## src/rtl/decoder_scan_if.sv

```systemverilog
// Bus bundle for decoder_scan: control/select inputs and the registered decode outputs.
// The master drives en/mode/sel_in/scan_max; the decoder (slave) returns dec_out/cur_sel/step.
interface decoder_scan_if #(
  parameter int SEL_W = 2
);
  localparam int N = 1 << SEL_W;

  logic             en;
  logic             mode;
  logic [SEL_W-1:0] sel_in;
  logic [SEL_W-1:0] scan_max;
  logic [N-1:0]     dec_out;
  logic [SEL_W-1:0] cur_sel;
  logic             step;

  modport master (
    output en, mode, sel_in, scan_max,
    input  dec_out, cur_sel, step
  );

  modport slave (
    input  en, mode, sel_in, scan_max,
    output dec_out, cur_sel, step
  );
endinterface

```

## src/rtl/decoder_scan.sv

```systemverilog
// Registered N-to-2^N one-hot/one-cold decoder with enable and an auto-scan mode
// that steps the selected line every SCAN_DIV clocks up to scan_max, then wraps.
//
// state     | meaning
// ----------+-----------------------------------------------------------
// ST_DIRECT | last enabled cycle was direct mode (mode_q=0); next scan
//           | request is a scan entry that loads sel_in
// ST_SCAN   | scan running; prescaler advances, index steps at terminal
module decoder_scan #(
  parameter int SEL_W      = 2,
  parameter int ACTIVE_LOW = 0,
  parameter int SCAN_DIV   = 4
) (
  input  logic           clk,
  input  logic           rst_n,
  decoder_scan_if.slave  bus
);
  localparam int N  = 1 << SEL_W;
  localparam int PW = (SCAN_DIV > 1) ? $clog2(SCAN_DIV) : 1;
  localparam logic [PW-1:0] PRESC_TC = PW'(SCAN_DIV - 1);
  localparam logic [N-1:0]  DEC_IDLE = (ACTIVE_LOW != 0) ? '1 : '0;

  typedef enum logic {
    ST_DIRECT = 1'b0,
    ST_SCAN   = 1'b1
  } state_t;

  state_t           state, state_nxt;
  logic [SEL_W-1:0] sel_q, sel_nxt;
  logic [PW-1:0]    presc_q, presc_nxt;
  logic             step_q, step_nxt;
  logic [N-1:0]     dec_q, dec_nxt;
  logic [N-1:0]     dec_hot;

  // state register (this is mode_q)
  always_ff @(posedge clk or negedge rst_n) begin
    if (!rst_n) begin
      state <= ST_DIRECT;
    end else begin
      state <= state_nxt;
    end
  end

  // mode is only tracked while enabled, so a change made while disabled
  // is seen as an entry/exit once en returns
  always_comb begin
    state_nxt = state;
    if (bus.en) begin
      state_nxt = bus.mode ? ST_SCAN : ST_DIRECT;
    end
  end

  always_comb begin
    sel_nxt   = sel_q;
    presc_nxt = presc_q;
    step_nxt  = 1'b0;
    if (bus.en) begin
      if (!bus.mode) begin
        sel_nxt   = bus.sel_in;
        presc_nxt = '0;
      end else begin
        case (state)
          ST_DIRECT: begin
            sel_nxt   = bus.sel_in;
            presc_nxt = '0;
          end
          ST_SCAN: begin
            if (presc_q == PRESC_TC) begin
              presc_nxt = '0;
              step_nxt  = 1'b1;
              // covers scan_max lowered below the current index as well as the top-end wrap
              sel_nxt   = (sel_q >= bus.scan_max) ? '0 : sel_q + SEL_W'(1);
            end else begin
              presc_nxt = presc_q + PW'(1);
            end
          end
          default: begin
            sel_nxt   = bus.sel_in;
            presc_nxt = '0;
          end
        endcase
      end
    end
  end

  // decode the index being loaded so dec_out always matches cur_sel
  for (genvar i = 0; i < N; i++) begin : g_dec
    assign dec_hot[i] = (sel_nxt == SEL_W'(i));
  end

  always_comb begin
    dec_nxt = DEC_IDLE;
    if (bus.en) begin
      dec_nxt = (ACTIVE_LOW != 0) ? ~dec_hot : dec_hot;
    end
  end

  always_ff @(posedge clk or negedge rst_n) begin
    if (!rst_n) begin
      sel_q   <= '0;
      presc_q <= '0;
      step_q  <= 1'b0;
      dec_q   <= DEC_IDLE;
    end else begin
      sel_q   <= sel_nxt;
      presc_q <= presc_nxt;
      step_q  <= step_nxt;
      dec_q   <= dec_nxt;
    end
  end

  assign bus.dec_out = dec_q;
  assign bus.cur_sel = sel_q;
  assign bus.step    = step_q;
endmodule

```

## src/flat_wrapper.sv

```systemverilog
// flat-port wrapper written by rule: the top's interface ports become plain ports
module decoder_scan_flat 
#(
  parameter int SEL_W      = 2,
  parameter int ACTIVE_LOW = 0,
  parameter int SCAN_DIV   = 4
)
  (clk, rst_n, bus_en, bus_mode, bus_sel_in, bus_scan_max, bus_dec_out, bus_cur_sel, bus_step);
  decoder_scan_if #(.SEL_W(SEL_W)) bus_i ();
  input  logic clk;
  input  logic rst_n;
  input wire logic [$bits(bus_i.en)-1:0] bus_en;
  input wire logic [$bits(bus_i.mode)-1:0] bus_mode;
  input wire logic [$bits(bus_i.sel_in)-1:0] bus_sel_in;
  input wire logic [$bits(bus_i.scan_max)-1:0] bus_scan_max;
  output wire logic [$bits(bus_i.dec_out)-1:0] bus_dec_out;
  output wire logic [$bits(bus_i.cur_sel)-1:0] bus_cur_sel;
  output wire logic [$bits(bus_i.step)-1:0] bus_step;
  assign bus_i.en = bus_en;
  assign bus_i.mode = bus_mode;
  assign bus_i.sel_in = bus_sel_in;
  assign bus_i.scan_max = bus_scan_max;
  assign bus_dec_out = bus_i.dec_out;
  assign bus_cur_sel = bus_i.cur_sel;
  assign bus_step = bus_i.step;
  decoder_scan #(.SEL_W(SEL_W), .ACTIVE_LOW(ACTIVE_LOW), .SCAN_DIV(SCAN_DIV)) u_core (.clk(clk), .rst_n(rst_n), .bus(bus_i));
endmodule
```

## config.mk

```make
export PLATFORM = sky130hd
export DESIGN_NAME = decoder_scan_flat
export DESIGN_NICKNAME = d
export VERILOG_FILES = /design/src/rtl/decoder_scan_if.sv /design/src/rtl/decoder_scan.sv /design/src/flat_wrapper.sv
export SDC_FILE = /design/constraint.sdc
export NUM_CORES = 1
export LEC_CHECK = 0
export BUFFER_PORTS_ARGS = -buffer_cell sky130_fd_sc_hd__buf_2
export CORE_UTILIZATION = 40
export DETAILED_ROUTE_END_ITERATION = 10
export SLEW_MARGIN = 15
export SYNTH_ARGS = -nofsm -noshare
export SYNTH_HDL_FRONTEND = slang
export SYNTH_SLANG_ARGS = --single-unit
```

## constraint.sdc

```tcl
create_clock -name clk -period 1.8 [get_ports clk]
set_input_delay 0.36 -clock clk [delete_from_list [all_inputs] [get_ports clk]]
set_output_delay 0.36 -clock clk [all_outputs]
set_load 0.01 [all_outputs]
```

==> After elaboration in Yosys (flattened, before gate mapping) <==
Cells that the tools add are included.
{ "totals": {"regBits": 10, "input_bits": 8, "output_inout_bits": 7, "elab_cells": 28} }
{ "op_classes": {"add_sub_neg": 2, "magnitude_cmp": 1, "n_eq_ne": 4, "mux": 14, "bitwise": 1, "n_reduce_logical": 1} }
{ "op_table": {"columns": ["op", "n"], "rows": [
  ["two-way mux 2 bit", 6],
  ["one-hot mux 2 bit (2 select lines)", 2],
  ["== test 2 bit (second input constant)", 3],
  ["two-way mux 1 bit", 5],
  ["adder 2 x 1 -> 2 bit (second input constant)", 2],
  ["two-way mux 4 bit", 1],
  ["== test 2 x 1 -> 1 bit (second input constant)", 1],
  ["greater-or-equal comparator 2 bit", 1],
  ["zero test 2 bit", 1],
  ["NOT 1 bit", 1]
]} }

==> Depth between registers and ports, before layout <==
Gate-level depths: netlist of run 1.
{ "logic_depth": {"ltp_word": 8, "mapped_depth": 6, "depth_no_buf": 6} }

==> Worst setup path before layout of run 1 <==
Ideal clock, no wire load.
{ "synth_timing": {"path_kind": "register to register", "start": "reg u_core.sel_q[0], in the netlist u_core.bus.cur_sel[0]", "end": "reg u_core.sel_q[1], in the netlist u_core.bus.cur_sel[1]", "setup_ns": 0.125, "arrival_time_ns": 1.461, "t_required_ns": 1.675, "path_slack_ns": 0.214, "path_stages_with_launch": 7, "synth_period_minus_slack_ns": 1.586, "path_cell_list": "dfrtp_1 > inv_1 > ha_1 > nor2b_4 > o211ai_1 > a31oi_4 > mux2_4"} }
{ "synth_between": {"elab_chain_len": 6} }
{ "synth_rtl": {"columns": ["item", "line_no", "text"], "rows": [
  ["start, declared", "decoder_scan.sv:29", "logic [SEL_W-1:0] sel_q, sel_nxt;"],
  ["start signal, assigned", "decoder_scan.sv:105", "sel_q <= sel_nxt;"],
  ["adder 2 x 1 -> 2 bit or greater-or-equal comparator 2 bit (tied branches)", "decoder_scan.sv:72", "sel_nxt = (sel_q >= bus.scan_max) ? '0 : sel_q + SEL_W'(1);"],
  ["two-way mux 2 bit (*)", "decoder_scan.sv:72", null],
  ["two-way mux 2 bit (*)", "decoder_scan.sv:68", "if (presc_q == PRESC_TC) begin"],
  ["one-hot mux 2 bit (2 select lines) (*)", "decoder_scan.sv:62", "case (state)"],
  ["two-way mux 2 bit (*)", "decoder_scan.sv:58", "if (!bus.mode) begin"],
  ["two-way mux 2 bit (*)", "decoder_scan.sv:57", "if (bus.en) begin"],
  ["named net u_core.sel_nxt[1]", "decoder_scan.sv:29", null]
]} }
Mark *: on every way through the listed nets, which the timed path passes. The rest lies on a longest branch.
A chain may end at the register's enable or synchronous reset.

==> Final worst setup path of run 1 <==
Same ends and word-level chain as after synthesis.

==> impl_metrics.env, run 1 <==
export IMPL_ant_nets=0
export IMPL_tightest_slew_ns=0.293
export IMPL_path_max_fanout=5
export IMPL_place_congestion=0.777
export IMPL_drive_above_1_share_pct=40.9
export IMPL_total_power_uw=586
export IMPL_hold_viol_final=0
export IMPL_hpwl_microns=721
export IMPL_syn_inst=48
export IMPL_slew_headroom_pct=80.4
export IMPL_setup_ws_ns=0.159
export IMPL_dp_slack_ns=0.175
export IMPL_rsz0062_at_grt="false"
export IMPL_power_frac_seq_pct=43.6
export IMPL_tns_ns=0
export IMPL_status="finished, final reports clean"
export IMPL_ys_warn_count=0
export IMPL_placed_area_sq_um=614
export IMPL_synthTopCellsByCount="dfrtp_1, inv_1, nor2_1, ha_1"
export IMPL_grt_ovfl_total=0
export IMPL_wl_per_cell_microns=11.5
export IMPL_crit_path_end_kind="flip-flop"
export IMPL_die_area_sq_um=1470
export IMPL_antenna_cells=0
export IMPL_clk_latency_ns=0.27
export IMPL_die_w_microns=38.4
export IMPL_grt_max_degree=11
export IMPL_grt_first_pass_wirelength_microns=1610
export IMPL_worstPathRequired_ns=1.95
export IMPL_yosysTopAreaCell="dfrtp_1"
export IMPL_cts_tree="done"
export IMPL_grt_pass1_vias=377
export IMPL_period_share_pct=91.2
export IMPL_crit_type="reg -> reg"
export IMPL_drc_errors=0
export IMPL_core_area_sq_um=1170
export IMPL_port_buffers=14
export IMPL_synth_area_leaders="dfrtp_1, ha_1, mux2_2"
export IMPL_reg2regPathDepth=6
export IMPL_antenna_found_initial=0
export IMPL_clock_power_share_pct=34.7
export IMPL_synth_async_reset_ratio_pct=100
export IMPL_htree_num_levels=1
export IMPL_ir_worst_vdd_uv=462
export IMPL_p_sw_uw=159
export IMPL_drtPass1Iterations=4
export IMPL_maxCapViolCount=0
export IMPL_clk_pin_slew_worst_paths_ns=0.07
export IMPL_synth_edf_count=0
export IMPL_whs_path_depth=2
export IMPL_ys_flop_type="dfrtp_1"
export IMPL_routed_wl_microns=922
export IMPL_avgViaCountPerCell=4.96
export IMPL_numCtsBuffers=3
export IMPL_final_nets=78
export IMPL_io_pin_count=15
export IMPL_cp_data_arrival_time_ns=1.80
export IMPL_netlist_cell_type_count=25
export IMPL_syn_area_sq_um=529
export IMPL_maxSlewViolCount=0
export IMPL_finalCriticalPeriod_ns=1.64
export IMPL_power_frac_comb_pct=21.6
export IMPL_synth_nets=59
export IMPL_power_density_nw_per_um2=888
export IMPL_synth_most_common_cell="dfrtp_1"
export IMPL_die_y_microns=38.4
export IMPL_skew_ns=0.00206
export IMPL_root_buffer="clkbuf_4"
export IMPL_cts_path_max_buffers=2
export IMPL_rows=12
export IMPL_fin_area_sq_um=661
export IMPL_syn_avg_cell_area_sq_um=11.0
export IMPL_synth_top_cell_area_share_pct=47.3
export IMPL_switching_share_pct=27.2
export IMPL_initial_core_util_pct=45.2
export IMPL_track_usage_pct=16.5
export IMPL_worstHoldPathType="in -> reg"
export IMPL_p_leak_uw=0.000342
export IMPL_timing_fmax_mhz=609
export IMPL_clock_sink_count=10
export IMPL_finalSetupViolCount=0
export IMPL_yosysSeqAreaShare_pct=47.3
export IMPL_internal_power_uw=427
export IMPL_route_vias_total=397
export IMPL_cp_start_kind="flip-flop"
export IMPL_drt_initial_drc_count=3
export IMPL_ys_seq_elements=10
export IMPL_synthToLayoutAreaGrowth_pct=24.8
what timing repair did:
item	CTS	global route
endpoints found under the hold margin	10	0
resized for setup	0	0
hold buffers	1	0
endpoints found under the setup margin	0	0
setup buffers	0	0
sequential cells by signal, indices dropped and copies added (netlist names):
name / count
u_core.presc_q: 2
u_core.bus.cur_sel: 2
u_core.state: 1
u_core.bus.step: 1
u_core.bus.dec_out: 4
cells in the final DEF, fill, tap and decap left out:
cell / count
inv_1: 5
clkbuf_4: 3
a21oi_1: 1
o21ai_1: 1
buf_2: 14
o21ai_2: 1
nor2b_1: 1
nand2_1: 2
nand3_1: 1
mux2_4: 1
and3b_1: 1
a31o_2: 1
ha_1: 3
o21ai_0: 2
buf_4: 1
dlygate4sd3_1: 1
a31oi_1: 1
nor2_1: 4
and4bb_1: 1
and2_1: 1
nor3b_1: 1
nor2_2: 1
dfrtp_1: 10
and3_1: 1
mux2_2: 2
nor2b_4: 1
a31oi_4: 1
o211ai_1: 2
clkbuf_8: 1
worst paths after layout:
path	slack (ns)	endpoint	start
setup / recovery	0.16	u_core.bus.cur_sel[1]	u_core.bus.cur_sel[0]
min in group asynchronous	0.47	u_core.bus.dec_out[2]	rst_n
hold reg to reg	0.52	u_core.state	u_core.state
max in group asynchronous	1.14	u_core.bus.cur_sel[1]	rst_n
hold / removal	0.35	u_core.state	bus_mode
setup reg to reg	0.16	u_core.bus.cur_sel[1]	u_core.bus.cur_sel[0]
layout make-up:
cell class,count,area [sq um]
Multi-Input combinational cell,31,250
Timing Repair Buffer,16,87.6
Fill cell,107,510
Tap cell,14,17.5
Sequential cell,10,250
Clock buffer,4,36.3
Inverter,5,18.8
stage by stage:
stage	instances	hold slack [ns]	utilization, %
after CTS	80	0.339	56.4
after floorplan	48	0.0644	-
final	80	0.346	56.4
after detailed placement	75	0.228	52.5
after global placement	75	0.229	52.5
after global routing	80	0.360	56.4
logic make-up (layout without fill, tap and decap cells):
| kind of cell | count (synthesis) | count (layout) | synth area share [%] |
|---|---|---|---|
| DFF | 10 | 10 | 47.3 |
| buffers and inverters | 7 | 25 | 5.44 |
| muxes | 3 | 3 | 7.09 |
| AOI/OAI and AO/OA | 10 | 10 | 15.1 |
| adders and majority gates | 3 | 3 | 7.09 |
| and+or+nand+nor | 15 | 15 | 18.0 |
critical path, stage by stage, from the launching register on:
cell,delay [ns]
dfrtp_1,0.40
inv_1,0.07
ha_1,0.31
nor2b_4,0.05
o211ai_1,0.26
a31oi_4,0.15
mux2_4,0.28
power groups by stage:
stage / Clock [uW] / Sequential [uW] / Combinational, uW
after CTS: 212 / 256 / 128
after detailed placement: 0 / 260 / 126
final: 204 / 256 / 127
after floorplan: 0 / 268 / 75.1
after global routing: 226 / 260 / 141
after global placement: 0 / 260 / 124
layer usage:
layer | routed length (microns) | GRT usage (%)
met2 | 447 | 27.5
met5 | 0 | 0
met3 | 75 | 6.98
met4 | 0 | 5.17
met1 | 400 | 19.1
Note: power is estimated with default switching activity, not from simulation.
==> inputs of run 2 (changes only) <==
==> constraint.sdc (replaced) <==
create_clock -name clk -period 1.8 [get_ports clk]
set_input_delay 0.18 -clock clk [delete_from_list [all_inputs] [get_ports clk]]
set_output_delay 0.18 -clock clk [all_outputs]
set_load 0.01 [all_outputs]
==> impl_metrics.env, run 2 (synthesized netlist as in run 1, its figures left out) <==
export IMPL_cts_repair_resized=0
export IMPL_antenna_found_initial=0
export IMPL_place_congestion=0.759
export IMPL_setup_ws_ns=0.209
export IMPL_reg2regPathDepth=6
export IMPL_clk_pin_slew_worst_paths_ns=0.06
export IMPL_grt_max_degree=11
export IMPL_die_y_microns=38.4
export IMPL_rsz0062_at_grt="false"
export IMPL_timing_fmax_mhz=628
export IMPL_port_buffers=14
export IMPL_clock_sink_count=10
export IMPL_whs_ns=0.184
export IMPL_core_area_sq_um=1170
export IMPL_status="finished, final reports clean"
export IMPL_fill_cells=111
export IMPL_crit_path_end_kind="flip-flop"
export IMPL_crit_type="reg -> reg"
export IMPL_crit_slowest_cell="dfrtp_1"
export IMPL_finalSetupViolCount=0
export IMPL_ant_nets=0
export IMPL_tightest_slew_ns=0.266
export IMPL_hpwl_microns=691
export IMPL_drive_above_1_share_pct=40.0
export IMPL_cp_data_arrival_time_ns=1.73
export IMPL_initial_core_util_pct=45.2
export IMPL_htree_num_levels=1
export IMPL_skew_ns=0.00492
export IMPL_regArea_sq_um=250
export IMPL_grt_first_pass_wirelength_microns=1550
export IMPL_final_nets=78
export IMPL_numCtsBuffers=3
export IMPL_drc_errors=0
export IMPL_wl_per_cell_microns=10.7
export IMPL_grt_ovfl_total=0
export IMPL_cts_path_max_buffers=2
export IMPL_synthToLayoutAreaGrowth_pct=22.2
export IMPL_drtPass1Iterations=4
export IMPL_clk_latency_ns=0.26
export IMPL_layout_common_cells="buf_2, dfrtp_1, inv_1"
export IMPL_p_leak_uw=0.000335
export IMPL_die_area_sq_um=1470
export IMPL_root_buffer="clkbuf_4"
export IMPL_worstSetupStartpoint="u_core.bus.cur_sel[0]"
export IMPL_finalCriticalPeriod_ns=1.59
export IMPL_hp_start="bus_mode"
export IMPL_maxSlewViolCount=0
export IMPL_routed_wl_microns=849
export IMPL_r2r_end="u_core.bus.cur_sel[1]"
export IMPL_r2r_slack_ns=0.21
export IMPL_layout_commonest_cell="buf_2"
export IMPL_worstPathRequired_ns=1.94
export IMPL_path_cells="inv_1 > ha_1 > nor2b_4 > o211ai_1 > a31oi_4 > mux2_4"
export IMPL_dp_slack_ns=0.210
export IMPL_hold_path_end="u_core.state"
export IMPL_track_usage_pct=16.3
export IMPL_route_vias_total=400
export IMPL_tns_ns=0
export IMPL_io_pin_count=15
export IMPL_power_density_nw_per_um2=811
export IMPL_cts_tree="done"
export IMPL_period_share_pct=88.4
export IMPL_hold_viol_final=0
export IMPL_die_w_microns=38.4
export IMPL_ir_worst_vdd_uv=385
export IMPL_slew_headroom_pct=82.3
export IMPL_rows=12
export IMPL_antenna_cells=0
export IMPL_cp_start_kind="flip-flop"
export IMPL_r2r_start="u_core.bus.cur_sel[0]"
export IMPL_multiInputGateArea_sq_um=250
export IMPL_avgViaCountPerCell=5.06
export IMPL_grt_pass1_vias=374
export IMPL_largest_reg_flops=4
export IMPL_maxCapViolCount=0
export IMPL_whs_path_depth=2
export IMPL_worstHoldPathType="in -> reg"
export IMPL_slowest_delay_ns=0.39
export IMPL_drt_initial_drc_count=6
export IMPL_path_max_fanout=5
run 2: changes by cell type in the layout (fill, tap and decap cells not counted):
cell,previous run,this run
clkbuf_8,1,0
run 2: repair_timing:
| action | 4_1_cts | 5_1_grt |
|---|---|---|
| buffers inserted | 0 | 0 |
| hold endpoints to repair | 10 | 0 |
| hold buffers | 1 | 0 |
run 2: through the flow:
step | instance area, sq um | total power (uW) | instances | util (%)
after floorplan | 529 | 343 | 48 | -
after global placement | 614 | 384 | 75 | 52.5
after detailed placement | 614 | 384 | 75 | 52.5
after CTS | 647 | 533 | 79 | 55.2
after global routing | 647 | 564 | 79 | 55.2
final | 647 | 524 | 79 | 55.2
run 2: cell type report:
| cell class | count | share of cell area (%) |
|---|---|---|
| flip-flops and latches | 10 | 38.7 |
| multi-input cells | 31 | 38.7 |
| repair buffers | 16 | 13.5 |
| clock buffers | 3 | 3.48 |
| inverters | 5 | 2.90 |
| well taps | 14 | 2.71 |
run 2: metal layers:
metal | track usage [%] | routed length [microns] | up-vias
met5 | 0 | 0 | -
met2 | 25.4 | 431 | 14
met1 | 18.0 | 361 | 182
li1 | - | - | 204
met4 | 7.76 | 0 | 0
met3 | 8.72 | 56 | 0
run 2: worst max path at each step:
stage / cells past startpoint / to
finish: 6 / u_core.bus.cur_sel[1]
global route: 6 / u_core.bus.cur_sel[1]
CTS: 6 / u_core.bus.cur_sel[1]
detailed placement: 6 / u_core.bus.cur_sel[1]
global placement: 6 / u_core.bus.cur_sel[1]
floorplan: 6 / u_core.bus.cur_sel[1]
run 2: power breakdown:
part | internal [uW] | switching (uW)
combinational | 59.7 | 65.2
clock | 76.7 | 67.2
sequential | 244 | 11.2
run 2: critical path: cells and delay by family, from the launching register on:
| kind | cells | cell delay [ns] |
|---|---|---|
| adder cells (fa/ha/maj) | 1 | 0.31 |
| flip-flops | 1 | 0.39 |
| buffers and inverters | 1 | 0.07 |
| multiplexers | 1 | 0.27 |
| AND/OR/NAND/NOR | 1 | 0.05 |
| AO/OA/AOI/OAI | 2 | 0.38 |
==> inputs of run 3 (changes only) <==
--- a/config.mk
+++ b/config.mk
@@ -6,8 +6,12 @@
 export NUM_CORES = 1
 export LEC_CHECK = 0
 export BUFFER_PORTS_ARGS = -buffer_cell sky130_fd_sc_hd__buf_2
-export CORE_UTILIZATION = 40
+export CELL_PAD_IN_SITES_DETAIL_PLACEMENT = 1
+export CELL_PAD_IN_SITES_GLOBAL_PLACEMENT = 2
+export CORE_UTILIZATION = 30
 export DETAILED_ROUTE_END_ITERATION = 10
+export PLACE_DENSITY_LB_ADDON = 0.1
+export SKIP_LAST_GASP = 1
 export SLEW_MARGIN = 15
 export SYNTH_ARGS = -nofsm -noshare
 export SYNTH_HDL_FRONTEND = slang
==> impl_metrics.env, run 3 (synthesized netlist as in run 1, its figures left out) <==
export IMPL_core_area_sq_um=1580
export IMPL_route_vias_total=408
export IMPL_ant_nets=0
export IMPL_routed_wl_microns=1050
export IMPL_tightest_slew_ns=0.290
export IMPL_total_power_uw=593
export IMPL_ir_worst_vdd_uv=393
export IMPL_period_share_pct=86.1
export IMPL_drt_initial_drc_count=6
export IMPL_reg2regPathDepth=6
export IMPL_r2r_slack_ns=0.25
export IMPL_avgViaCountPerCell=4.92
export IMPL_grt_ovfl_total=0
export IMPL_hold_viol_final=0
export IMPL_slowest_delay_ns=0.35
export IMPL_grt_max_degree=11
export IMPL_numCtsBuffers=3
export IMPL_antenna_cells=0
export IMPL_grt_first_pass_wirelength_microns=1740
export IMPL_skew_ns=0.00224
export IMPL_timing_fmax_mhz=645
export IMPL_io_pin_count=15
export IMPL_drtPass1Iterations=5
export IMPL_worstSetupStartpoint="u_core.bus.cur_sel[0]"
export IMPL_root_buffer="clkbuf_4"
export IMPL_maxCapViolCount=0
export IMPL_crit_type="reg -> reg"
export IMPL_clk_pin_slew_worst_paths_ns=0.07
export IMPL_finalCriticalPeriod_ns=1.55
export IMPL_dp_slack_ns=0.248
export IMPL_place_congestion=0.704
export IMPL_initial_core_util_pct=33.6
export IMPL_cp_start_kind="flip-flop"
export IMPL_crit_path_end="u_core.bus.cur_sel[1]"
export IMPL_setup_ws_ns=0.250
export IMPL_cts_repair_resized=0
export IMPL_maxSlewViolCount=0
export IMPL_die_area_sq_um=1940
export IMPL_regArea_sq_um=250
export IMPL_antenna_found_initial=0
export IMPL_die_y_microns=44
export IMPL_drive_above_1_share_pct=41.8
export IMPL_fill_cells=193
export IMPL_p_leak_uw=0.000347
export IMPL_track_usage_pct=12.7
export IMPL_largest_reg_flops=4
export IMPL_port_buffers=14
export IMPL_cts_tree="done"
export IMPL_hpwl_microns=785
export IMPL_rsz0062_at_grt="false"
export IMPL_drc_errors=0
export IMPL_crit_path_end_kind="flip-flop"
export IMPL_worstHoldPathType="in -> reg"
export IMPL_path_max_fanout=5
export IMPL_clk_latency_ns=0.27
export IMPL_worstPathRequired_ns=1.95
export IMPL_status="finished, final reports clean"
export IMPL_die_w_microns=44
export IMPL_wl_per_cell_microns=12.7
export IMPL_path_cells="inv_1 > ha_1 > nor2b_4 > o211ai_1 > a31oi_4 > mux2_4"
export IMPL_layout_common_cells="buf_2, dfrtp_1, inv_1"
export IMPL_multiInputGateArea_sq_um=250
export IMPL_layout_commonest_cell="buf_2"
export IMPL_cts_path_max_buffers=2
export IMPL_r2r_end="u_core.bus.cur_sel[1]"
export IMPL_synthToLayoutAreaGrowth_pct=26.7
export IMPL_cp_data_arrival_time_ns=1.70
export IMPL_power_density_nw_per_um2=885
export IMPL_grt_pass1_vias=379
export IMPL_rows=14
export IMPL_htree_num_levels=1
export IMPL_utilization_pct=42.5
export IMPL_tns_ns=0
export IMPL_finalSetupViolCount=0
export IMPL_r2r_start="u_core.bus.cur_sel[0]"
export IMPL_slew_headroom_pct=80.7
export IMPL_crit_slowest_cell="dfrtp_1"
export IMPL_clock_sink_count=10
export IMPL_final_nets=79
run 3: repair_timing:
| action | 4_1_cts | 5_1_grt |
|---|---|---|
| setup buffers | 0 | 0 |
| hold endpoints to repair | 10 | 0 |
| hold buffers | 1 | 0 |
run 3: layer usage:
layer	vias to the layer above	GRT usage, %	routed length [microns]
met5	-	0	0
met4	0	1.82	0
met3	0	6.25	60
met2	13	18.5	449
met1	192	17.3	541
li1	203	-	-
run 3: layout make-up:
type | count | area share, %
Clock buffer | 4 | 5.41
Inverter | 5 | 2.80
Multi-Input combinational cell | 31 | 37.3
Sequential cell | 10 | 37.3
Tap cell | 16 | 2.99
Timing Repair Buffer | 17 | 14.2
run 3: how the worst min path moves through the flow:
stage                         from                    end  cells after the start
after global routing      bus_mode           u_core.state                      2
after CTS                 bus_mode           u_core.state                      2
after detailed placement     rst_n  u_core.bus.dec_out[2]                      1
after floorplan              rst_n  u_core.bus.cur_sel[0]                      0
after global placement       rst_n  u_core.bus.dec_out[1]                      1
final                     bus_mode           u_core.state                      2
run 3: stage by stage:
step | instance area [sq um] | cells | hold slack [ns]
2_1_floorplan | 529 | 48 | -0.116
3_3_place_gp | 624 | 78 | 0.0507
3_5_place_dp | 624 | 78 | 0.0525
4_1_cts | 671 | 83 | 0.171
5_1_grt | 671 | 83 | 0.189
6_report | 671 | 83 | 0.175
run 3: critical path: cells and delay by family (launching register included):
family                     cells  cell delay, ns
buffers and inverters          1            0.05
adders and majority gates      1            0.31
and+or+nand+nor                1            0.05
AOI/OAI and AO/OA              2            0.40
muxes                          1            0.27
DFF                            1            0.35
run 3: where the power goes:
group	switching, uW	internal [uW]	total (uW)
registers	9.88	244	254
logic	71.4	63.0	134
clock network	82.5	123	205
total	164	430	593
